`src/rtl/commit_pkg.sv`:
```
// Shared types and constants for the commit arbiter slice.
package commit_pkg;

   // Requester port indices.
   localparam logic PORT_ALU = 1'b0;
   localparam logic PORT_LSU = 1'b1;

   // Output holding register occupancy.
   typedef enum logic {
      EMPTY = 1'b0,
      FULL  = 1'b1
   } state_e;

   // One architectural commit: GPR write plus optional CSR write.
   typedef struct packed {
      logic [31:0] pc;
      logic [31:0] inst;
      logic        wena;
      logic [4:0]  waddr;
      logic [31:0] wdata;
      logic        csr_wena;
      logic [31:0] csr_waddr;
      logic [31:0] csr_wdata;
   } commit_t;

   // x0 is hardwired to zero, so a write to it is dropped here.
   function automatic commit_t sanitize_commit(input commit_t c);
      commit_t r;
      r = c;
      if (c.waddr == '0) begin
         r.wena = 1'b0;
      end
      return r;
   endfunction

endpackage

```
`src/rtl/rr_arbiter2.sv`:
```
// Two-requester arbiter: round-robin or fixed priority to PORT_ALU.
module rr_arbiter2
   import commit_pkg::*;
#(
   parameter bit FAIR = 1'b1
) (
   input  logic       clock,
   input  logic       reset,
   input  logic [1:0] valid,
   input  logic       enable,
   output logic [1:0] grant
);

   // Port granted most recently; resets to LSU so ALU wins first.
   logic last_q;

   // One-hot winner selection, only while the holding register can load.
   always_comb begin
      grant = '0;
      if (enable) begin
         if (valid[PORT_ALU] && valid[PORT_LSU]) begin
            if (FAIR && (last_q == PORT_ALU)) begin
               grant[PORT_LSU] = 1'b1;
            end else begin
               grant[PORT_ALU] = 1'b1;
            end
         end else begin
            grant = valid;
         end
      end
   end

   // Last-grant pointer moves only when a grant is actually issued.
   always_ff @(posedge clock or negedge reset) begin
      if (!reset) begin
         last_q <= PORT_LSU;
      end else if (|grant) begin
         last_q <= grant[PORT_LSU];
      end
   end

endmodule

```
`src/rtl/commit_arbiter.sv`:
```
// Merges ALU/CSR and LSU commit streams into one registered write port.
module commit_arbiter
   import commit_pkg::*;
#(
   parameter bit FAIR = 1'b1
) (
   input  logic            clock,
   input  logic            reset,
   input  logic [1:0]      req_valid_i,
   output logic [1:0]      req_ready_o,
   input  logic [1:0][31:0] pc_i,
   input  logic [1:0][31:0] inst_i,
   input  logic [1:0]      wena_i,
   input  logic [1:0][4:0] waddr_i,
   input  logic [1:0][31:0] wdata_i,
   input  logic [1:0]      csr_wena_i,
   input  logic [1:0][31:0] csr_waddr_i,
   input  logic [1:0][31:0] csr_wdata_i,
   input  logic            flush_i,
   input  logic            out_ready_i,
   output logic            out_valid_o,
   output logic [31:0]     pc_o,
   output logic [31:0]     inst_o,
   output logic            wena_o,
   output logic [4:0]      waddr_o,
   output logic [31:0]     wdata_o,
   output logic            csr_wena_o,
   output logic [31:0]     csr_waddr_o,
   output logic [31:0]     csr_wdata_o,
   output logic            grant_id_o,
   output logic [31:0]     retire_cnt_o
);

   state_e      state_q;
   commit_t     hold_q;
   commit_t     sel;
   logic        gid_q;
   logic [31:0] retire_cnt_q;
   logic        load_en;
   logic        retire;
   logic [1:0]  grant;
   logic        src;

   // Holding register may take a new commit when empty or draining this edge.
   always_comb begin
      load_en = !flush_i && ((state_q == EMPTY) || out_ready_i);
      retire  = (state_q == FULL) && out_ready_i && !flush_i;
   end

   rr_arbiter2 #(
      .FAIR (FAIR)
   ) u_arb (
      .clock  (clock),
      .reset  (reset),
      .valid  (req_valid_i),
      .enable (load_en),
      .grant  (grant)
   );

   // Mux the winner's payload into a single commit record.
   always_comb begin
      src           = grant[PORT_LSU];
      sel           = '0;
      sel.pc        = pc_i[src];
      sel.inst      = inst_i[src];
      sel.wena      = wena_i[src];
      sel.waddr     = waddr_i[src];
      sel.wdata     = wdata_i[src];
      sel.csr_wena  = csr_wena_i[src];
      sel.csr_waddr = csr_waddr_i[src];
      sel.csr_wdata = csr_wdata_i[src];
   end

   // Occupancy FSM and payload register; load takes precedence over drain.
   always_ff @(posedge clock or negedge reset) begin
      if (!reset) begin
         state_q <= EMPTY;
         hold_q  <= '0;
         gid_q   <= 1'b0;
      end else if (flush_i) begin
         state_q <= EMPTY;
      end else if (|grant) begin
         state_q <= FULL;
         hold_q  <= sanitize_commit(sel);
         gid_q   <= src;
      end else if (retire) begin
         state_q <= EMPTY;
      end
   end

   // Count delivered commits; wraps naturally at 32 bits.
   always_ff @(posedge clock or negedge reset) begin
      if (!reset) begin
         retire_cnt_q <= '0;
      end else if (retire) begin
         retire_cnt_q <= retire_cnt_q + 32'd1;
      end
   end

   assign req_ready_o  = grant;
   assign out_valid_o  = (state_q == FULL);
   assign pc_o         = hold_q.pc;
   assign inst_o       = hold_q.inst;
   assign wena_o       = hold_q.wena;
   assign waddr_o      = hold_q.waddr;
   assign wdata_o      = hold_q.wdata;
   assign csr_wena_o   = hold_q.csr_wena;
   assign csr_waddr_o  = hold_q.csr_waddr;
   assign csr_wdata_o  = hold_q.csr_wdata;
   assign grant_id_o   = gid_q;
   assign retire_cnt_o = retire_cnt_q;

endmodule

```
`config.mk`:
```
export PLATFORM = sky130hd
export DESIGN_NAME = commit_arbiter
export DESIGN_NICKNAME = d
export VERILOG_FILES = /design/src/rtl/commit_pkg.sv /design/src/rtl/rr_arbiter2.sv /design/src/rtl/commit_arbiter.sv
export SDC_FILE = /design/constraint.sdc
export NUM_CORES = 1
export LEC_CHECK = 0
export ABC_AREA = 0
export BUFFER_PORTS_ARGS = -buffer_cell sky130_fd_sc_hd__buf_4
export CELL_PAD_IN_SITES_DETAIL_PLACEMENT = 0
export CELL_PAD_IN_SITES_GLOBAL_PLACEMENT = 1
export CORE_AREA = 2 2 212 214
export CTS_CLUSTER_SIZE = 12
export DETAILED_ROUTE_END_ITERATION = 7
export DIE_AREA = 0 0 214 216
export PLACE_DENSITY = 0.6
export SLEW_MARGIN = 20
export SYNTH_ARGS = -nofsm -noshare
export SYNTH_HDL_FRONTEND = slang
export SYNTH_SLANG_ARGS = --single-unit
```
`constraint.sdc`:
```
create_clock -name clock -period 2.7 [get_ports clock]
set_clock_uncertainty 0.2 [all_clocks]
set_input_delay 0.54 -clock clock [delete_from_list [all_inputs] [get_ports clock]]
set_output_delay 0.54 -clock clock [all_outputs]
set_load 0.005 [all_outputs]
```
# Yosys cells after proc, flatten, opt, wreduce, memory -nomap -nowiden
# Cells that the tools add are included.
[totals] register_bits=202 input_bits=340 out_inout_bits=203 wordCells=50
[classes] addsub=1 order_cmp=1 muxes=24 n_bitwise=2 reduce_logical=10
[ops] op="32-bit two-way mux" count=10
[ops] op="32-bit by 1-bit adder with 32-bit output (second input constant)" count=1
[ops] op="1-bit two-way mux" count=10
[ops] op="5-bit two-way mux" count=2
[ops] op="5-bit zero test" count=1
[ops] op="1-bit logical AND" count=4
[ops] op="2-bit two-way mux" count=2
[ops] op="3-bit nonzero test" count=1
[ops] op="1-bit by 2-bit < comparator with 1-bit output (second input constant)" count=1
[ops] op="1-bit NOT" count=2
[ops] op="2-bit AND reduction" count=1
[ops] op="2-bit OR reduction" count=1
[ops] op="1-bit zero test" count=1
[ops] op="1-bit logical OR" count=1

# Depth between registers and ports, before layout
# Gate-level depths: netlist (run 1).
[depth] word_depth=8 depth_mapped=8

# By module
# Synthesis (run 1) repeated with hierarchy kept, for this count alone.
[unflattened] hier_cells=877 hier_area_um2=9287.7
[modules_own_cells] module="commit_arbiter" n_inst=1 cells_per_inst=869 area_each_um2=9225.1 seq_area_each_um2=5029.8
[modules_own_cells] module="rr_arbiter2" n_inst=1 cells_per_inst=8 area_each_um2=62.6 seq_area_each_um2=26.3

# Least setup slack after synthesis (run 1)
# OpenSTA, ideal clock, no wires.
[synth_timing] kind="input to output" startpoint="input port req_valid_i[1]" endpoint="output port req_ready_o[0]" t_arrival_ns=1.530 path_slack_ns=0.430 stages=5 path_buffers=2 cell_sequence="nor2b_1 > or4b_1 > buf_2 > inv_2 > buf_2"
[synth_between] elab_chain_cells=3
[synth_lines] element="start: declaration" line_no="commit_arbiter.sv:9" source="input logic [1:0] req_valid_i,"
[synth_lines] element="1-bit logical AND" line_no="rr_arbiter2.sv:21" source="if (valid[PORT_ALU] && valid[PORT_LSU]) begin"
[synth_lines] element="2-bit two-way mux" line_no="rr_arbiter2.sv:21"
[synth_lines] element="2-bit two-way mux" line_no="rr_arbiter2.sv:20" source="if (enable) begin"
[synth_lines] element="end: declaration" line_no="commit_arbiter.sv:10" source="output logic [1:0] req_ready_o,"
# Every way passes these cells.

# Final worst setup path (run 1)
[layout_timing] startpoint="register u_arb.last_q" endpoint="output port req_ready_o[0]"
[layout_between] elab_chain_cells=3
[layout_lines] element="start: declaration" line_no="rr_arbiter2.sv:15" source="logic last_q;"
[layout_lines] element="start signal: assignment" line_no="rr_arbiter2.sv:38" source="last_q <= grant[PORT_LSU];"
[layout_lines] element="1-bit two-way mux" line_no="rr_arbiter2.sv:22" source="if (FAIR && (last_q == PORT_ALU)) begin"
[layout_lines] element="2-bit two-way mux" line_no="rr_arbiter2.sv:21"
[layout_lines] element="2-bit two-way mux" line_no="rr_arbiter2.sv:20"
# Every way passes these cells.

==> metrics.txt, run 1 <==
later-pin clock latency in the skew report 0.53 ns; Synthesis Warnings 0; crit-path max cell delay 0.57 ns; maximum clock frequency 384 MHz; number of sinks driven by the clock tree 202; layout cell share with drive strength beyond 1 39.0%; number of standard cells in the final layout excluding fillers 2203; root buffer cell clkbuf_16; summed negative setup slack over all endpoints 0 ns; portion of synthesized cell area occupied by the leading cell type 55.1%; Critical Path Start Type register; flops & latches, synth 202; global-route wire length before repair 58900 um; initial DRC count 569; final worst path period share 96.5%; arrival time at the worst endpoint 1.87 ns; remaining design rule violation count 0; fill cell total of the finished layout 4600; area of the core 43800 um^2; top flip-flop cell by instance count after synthesis dfrtp_1; startpoint of the worst register-to-register path u_arb.last_q; average footprint of a synthesized cell 8.63 um^2; largest driver fanout on the critical path 3; routability congestion estimate from global placement 0.846; largest net degree at the start of global routing 101; number of H-tree levels 1; Max stage delay cell, worst path or4b_4; xor/xnor cell area share of the yosys netlist 2.98%; setup repair after global routing missed its margin false; crit-path cells nor2b_1 -> or4b_4 -> clkinv_4 -> buf_6; destination of the critical timing path req_ready_o[0]; overall overflow remaining after global route 0; fraction of synthesized area in multiplexers 0%; ys async rst share 100%; family with the most delay on the worst path simple AND/OR/NAND/NOR gates; portion of the post-synthesis area used by sequential elements 55.4%; CP Depth 4; Min Clock Period, post-route 2.61 ns; number of cell instances on the worst register-to-register path 6; per-cell routed wire length 17.6 um; Die Width 214 um; path type of the worst setup path reg -> out; total track usage 16.1%; max-capacitance violation count 0; final antenna-violating net count 0; hpwl dp 28700 um; count of unique library cells instantiated by Yosys 36; Post-Synth Adder-Cell Area 0.137%; result of the run finished, final reports clean; number of standard cells after synthesis 1057; cell count after placement 2152; Layout area overhead 64.0%; Reg-to-Reg End csr_waddr_o[25]; final number of setup-violating endpoints 0; final slew viol count 0; initial standard-cell utilization of the core 20.8%; count of pins on the block boundary 543; overall die area 46200 um^2; final hold violation count 0; number of instances on the worst hold path 3; Post-synth EDFFs 0; Synth Area in Simple Gates 25.4%; CTS tree yes; worst min path class in -> reg; slew at the pin with the worst max-slew slack 0.826 ns; peak supply drop 0.380 mV; static leakage 7.37 nW; routed vias 9616; floorplan die height 216 um; Net count, final 1935; post-synthesis compound-gate area fraction 11.8%; count of standard-cell rows 77; drt via density 4.36; number of optimization iterations in the first detailed-route pass 7; register-to-register setup slack 0.36 ns; area of the mapped netlist 9130 um^2; main combinational cell family by area after synthesis simple AND/OR/NAND/NOR gates; Final Routed Wirelength 38700 um; Worst Path Required 1.96 ns; start point of the critical path u_arb.last_q; number of buffers added by the clock tree synthesis step 26; sort of element at the end of the critical path primary output; cell type contributing the most total cell area after synthesis dfrtp_1; Antenna Cells 0; Net Count, Synth 1398; number of global-route vias before repair 9708; areal power density over the cells 705 nW/um^2; CTS max path bufs 3; top cells by area, synth dfrtp_1 (55%), nand2_1 (14%), a31oi_1 (11%); antenna violations before repair 1; max_slew headroom 44.9%; number of port buffers 542; clock input transition at the sequential cells of the worst setup and hold paths 0.06 ns; count of buffering cells on the critical path with inverters included 2
-- synth_stat cells (2+ instances only) --
master      n
buf_2       6
nor3_1      2
clkbuf_1   55
buf_6      12
nand4b_1    2
nor2_1    174
nand2_1   348
and3_1      6
buf_4       2
nand4_1    15
xor2_1      5
nor2b_1     2
and2_1      3
xnor2_1    26
nand3_1    11
dfrtp_1   201
a31oi_1   166
and4_1      3
-- worst min-delay path, cell delays in order --
cell     delay [ns]
buf_4          0.11
nand2_1        0.04
a31oi_1        0.07
-- worst min-delay path by stage --
stage,endpoint,slack [ns],startpoint
finish,csr_wdata_o[30],0.06,csr_wdata_i[30]
global route,pc_o[0],0.04,pc_i[0]
CTS,csr_waddr_o[10],0.02,csr_waddr_i[10]
detailed placement,retire_cnt_o[31],0.27,retire_cnt_o[31]
global placement,grant_id_o,0.26,grant_id_o
floorplan,csr_waddr_o[0],0.04,reset
-- power breakdown --
group          internal (mW)  switching (mW)  total (mW)
logic                   1.60            1.23        2.83
clock network           2.24            1.36        3.60
registers               3.70           0.420        4.12
-- through the flow --
| stage | utilization (%) | setup slack [ns] | cell area, um^2 | total power [mW] | hold WS [ns] |
|---|---|---|---|---|---|
| global placement | 32.0 | 0.301 | 14000 | 7.01 | 0.262 |
| CTS | 34.1 | 0.00600 | 14900 | 10.7 | 0.0247 |
| detailed placement | 32.0 | 0.281 | 14000 | 7.02 | 0.273 |
| global route | 34.1 | 0.00343 | 15000 | 11.2 | 0.0436 |
| finish | 34.1 | 0.0947 | 15000 | 10.5 | 0.0566 |
| floorplan | - | 0.430 | 9130 | 5.07 | 0.0444 |
-- layout by cell type, fill, tap and decap left out, drive strengths merged, types with 2 or more instances in the layout --
| master | n |
|---|---|
| buf | 581 |
| nand2 | 348 |
| dfrtp | 201 |
| nor2 | 174 |
| a31oi | 166 |
| clkbuf | 41 |
| xnor2 | 26 |
| nand4 | 15 |
| nand3 | 11 |
| and3 | 6 |
| xor2 | 5 |
| clkinv | 4 |
| and4 | 3 |
| and2 | 3 |
| nor2b | 2 |
| nand4b | 2 |
| nor3 | 2 |
| bufinv | 2 |
| dlygate4sd3 | 2 |
| nor4 | 2 |
-- layout make-up --
| type | count | area (um^2) | share of cell area (%) |
|---|---|---|---|
| Clock inverter | 5 | 75.1 | 0.502 |
| Multi-Input combinational cell | 778 | 3680 | 24.6 |
| Sequential cell | 202 | 5060 | 33.8 |
| Tap cell | 592 | 741 | 4.95 |
| Clock buffer | 40 | 815 | 5.44 |
| Timing Repair Buffer | 584 | 4590 | 30.6 |
| Inverter | 2 | 12.5 | 0.0836 |
-- metal layers --
metal	wire [um]	share of wire (%)	global-route usage [%]	up-vias
met1	15800	41	19.8	4580
met2	18700	48	27.1	369
met4	618	1.6	3.82	2
met5	14	0.036	0	-
met3	3520	9.1	5.44	41
li1	-	-	-	4624
-- registers in the layout, indices dropped and copies added, names as in the netlist --
name and count:
out_valid_o 1, retire_cnt_o 32, wena_o 1, inst_o 32, pc_o 32, grant_id_o 1, u_arb.last_q 1, csr_wena_o 1
wdata_o 32, csr_wdata_o 32, csr_waddr_o 32, waddr_o 5
-- timing repair --
action,CTS,global route
buffers inserted,1,3
cloned,0,0
resized for setup,0,2
setup endpoints to repair,1,1
pin swaps,0,1
hold buffers,2,0
endpoints found under the hold margin,49,0
-- cell families (layout without fill, tap and decap cells) --
logic type                 count (synthesis)  after routing
xor gates and xnor gates                  31             31
and+or+nand+nor                          575            575
DFF                                      202            202
AOI/OAI and AO/OA                        171            171
adders and majority gates                  1              1
buffers and inverters                     77            631
(Power assumes the default switching activity.)
==> inputs of run 2 (changes only) <==
CORE_AREA = 2 2 214 216   (was 2 2 212 214)
DIE_AREA = 0 0 216 218   (was 0 0 214 216)
PLACE_DENSITY = 0.59   (was 0.6)
clock period = 3.31 ns   (was 2.7 ns; I/O delays follow)
==> run 2 against run 1 <==
Sequential share of layout area grew 0.79 points. Die area is 1.9% higher. Via count fell by 0.89%. Global-route usage is 0.062 points lower. Largest cell class unchanged.
==> metrics.txt, run 2 (synthesized netlist as in run 1, its figures left out) <==
result of the run finished, final reports clean (unchanged); count of standard-cell rows 78 (was 77); areal power density over the cells 568 nW/um^2 (was 705 nW/um^2); sort of element at the end of the critical path primary output (unchanged); Die Width 216 um (was 214 um); number of port buffers 542 (unchanged); area taken by multi-input logic gates 3680 um^2 (unchanged); floorplan die height 218 um (was 216 um); final antenna-violating net count 0 (unchanged); Min Clock Period, post-route 2.87 ns; area of the core 44900 um^2 (was 43800 um^2); Worst Path Required 2.45 ns (was 1.96 ns); crit-path max cell delay 0.59 ns (was 0.57 ns); CTS max path bufs 3 (unchanged); final number of setup-violating endpoints 0 (unchanged); largest driver fanout on the critical path 6 (was 3); overall overflow remaining after global route 0 (unchanged); max-capacitance violation count 0 (unchanged); Layout area overhead 60.2% (was 64.0%); net switching share of the total power 29.8% (was 28.5%); layout cell share with drive strength beyond 1 37.7% (was 39.0%); leading cell types in the layout, fill and taps excluded buf_4 (548), nand2_1 (348), dfrtp_1 (201), nor2_1 (174), a31oi_1 (166) (was buf_4 (565), nand2_1 (348), dfrtp_1 (201), nor2_1 (174), a31oi_1 (166)); arrival time at the worst endpoint 2.01 ns (was 1.87 ns); maximum clock frequency 348 MHz; routability congestion estimate from global placement 0.816 (was 0.846); per-cell routed wire length 18.1 um (was 17.6 um); antenna violations before repair 2 (was 1); total track usage 16.0% (was 16.1%); peak supply drop 0.280 mV (was 0.380 mV); number of instances on the worst hold path 2 (was 3); Seq. cell area 5060 um^2 (unchanged); cell count after placement 2141 (was 2152); sw power 2.47 mW (was 3.00 mW); area after detailed placement 13800 um^2 (was 14000 um^2); number of cells upsized or downsized after cts 0 (unchanged); highest metal used met5 (unchanged); crit-path cells nor2b_1 -> or4b_4 -> inv_6 -> buf_4 (was nor2b_1 -> or4b_4 -> clkinv_4 -> buf_6); Critical Path Start Type register (unchanged); Max stage delay cell, worst path or4b_4 (unchanged); internal power summed over all cells 5.83 mW (was 7.54 mW); slew at the pin with the worst max-slew slack 0.766 ns (was 0.826 ns); number of cell instances on the worst register-to-register path 7 (was 6); path type of the worst setup path reg -> out (unchanged); sequential share of power 40.6% (was 39.0%); initial DRC count 450 (was 569); number of sinks driven by the clock tree 202 (unchanged); worst min path class in -> reg (unchanged); met3 wire length 3330 um (was 3520 um); number of standard cells in the final layout excluding fillers 2189 (was 2203); global-route wire length before repair 59000 um (was 58900 um); wire length on met1 16800 um (was 15800 um); count of pins on the block boundary 543 (unchanged); clock input transition at the sequential cells of the worst setup and hold paths 0.06 ns (about the same); startpoint of the worst register-to-register path out_valid_o (was u_arb.last_q); final standard cell utilization of the core 32.6% (was 34.1%); sum of met2 wire segment lengths after detailed routing 18700 um (about the same); largest net degree at the start of global routing 127 (was 101); number of optimization iterations in the first detailed-route pass 5 (was 7); routed vias 9530 (was 9616); CTS tree yes (unchanged); post-route cell area 14600 um^2 (was 15000 um^2); Net count, final 1911 (was 1935); static leakage 7.17 nW (was 7.37 nW); setup repair after global routing missed its margin false (unchanged); Final Routed Wirelength 39600 um (was 38700 um); number of H-tree levels 1 (unchanged); destination of the critical timing path req_ready_o[0] (unchanged); summed negative setup slack over all endpoints 0 ns (unchanged); Reg-to-Reg End csr_waddr_o[24] (was csr_waddr_o[25]); remaining design rule violation count 0 (unchanged); final hold violation count 0 (unchanged); most frequent standard cell in the layout excluding fill and tap cells buf_4 (unchanged); initial standard-cell utilization of the core 20.3% (was 20.8%); number of buffers added by the clock tree synthesis step 26 (unchanged); max_slew headroom 48.5% (was 44.9%); register-to-register setup slack 0.90 ns (was 0.36 ns); drt via density 4.35 (was 4.36); Comb power frac 27.2% (was 26.8%); hpwl dp 28800 um (was 28700 um); final worst path period share 86.7%; number of global-route vias before repair 9542 (was 9708); overall die area 47100 um^2 (was 46200 um^2); final slew viol count 0 (unchanged); clock power share 32.2% (was 34.1%); fill cell total of the finished layout 4878 (was 4600); root buffer cell clkbuf_16 (unchanged); later-pin clock latency in the skew report 0.55 ns (was 0.53 ns); start point of the critical path out_valid_o (was u_arb.last_q)
## run 2: changes by cell type in the layout (fill, tap and decap cells not counted), sizes merged
cell and change:
clkinv -1, clkinvlp +1, diode +1, buf -23
bufinv -2, clkbuf +2, inv +1, dlygate4sd3 -1
## run 2: stage by stage
| stage | setup WS, ns | hold slack [ns] | power, mW |
|---|---|---|---|
| final | 0.440 | 0.125 | 8.31 |
| after global routing | 0.356 | 0.121 | 8.83 |
| after CTS | 0.406 | 0.0870 | 8.48 |
| after detailed placement | 0.615 | 0.271 | 5.71 |
| after global placement | 0.648 | 0.262 | 5.69 |
| after floorplan | 0.796 | 0.166 | 4.13 |
## run 2: critical path: cells and delay by family, from the launching register on
| family | cells | cell delay (ns) |
|---|---|---|
| buf+inv | 2 | 0.24 |
| flops | 1 | 0.44 |
| simple gates | 2 | 0.77 |
## run 2: worst min path at each step
stage          slack [ns]               end             start
2_1_floorplan        0.17    csr_waddr_o[0]             reset
3_3_place_gp         0.26        grant_id_o        grant_id_o
3_5_place_dp         0.27  retire_cnt_o[31]  retire_cnt_o[31]
4_1_cts              0.09       out_valid_o           flush_i
5_1_grt              0.12       out_valid_o           flush_i
6_report             0.12       out_valid_o           flush_i
## run 2: what timing repair did
action                                 4_1_cts  5_1_grt
endpoints found under the hold margin       54        0
hold buffers                                 1        0
setup buffers                                0        0
## run 2: area by class of cell
class | count | area share (%)
Sequential cell | 202 | 34.6
Timing Repair Buffer | 560 | 29.7
Multi-Input combinational cell | 778 | 25.2
Clock buffer | 42 | 5.13
Tap cell | 600 | 5.13
Clock inverter | 4 | 0.231
Inverter | 2 | 0.0856
Antenna cell | 1 | 0.0171
## run 2: power by group through the flow
stage	clock network, mW	registers [mW]	logic, mW
2_1_floorplan	0	3.39	0.744
3_3_place_gp	0	3.39	2.30
3_5_place_dp	0	3.40	2.31
4_1_cts	2.79	3.38	2.31
5_1_grt	2.89	3.45	2.50
6_report	2.67	3.37	2.26
## run 2: routing by layer
layer / GRT usage [%] / vias up
li1: - / 4565
met1: 20.8 / 4541
met2: 26.2 / 373
met3: 4.90 / 49
met4: 3.63 / 2
met5: 0 / -
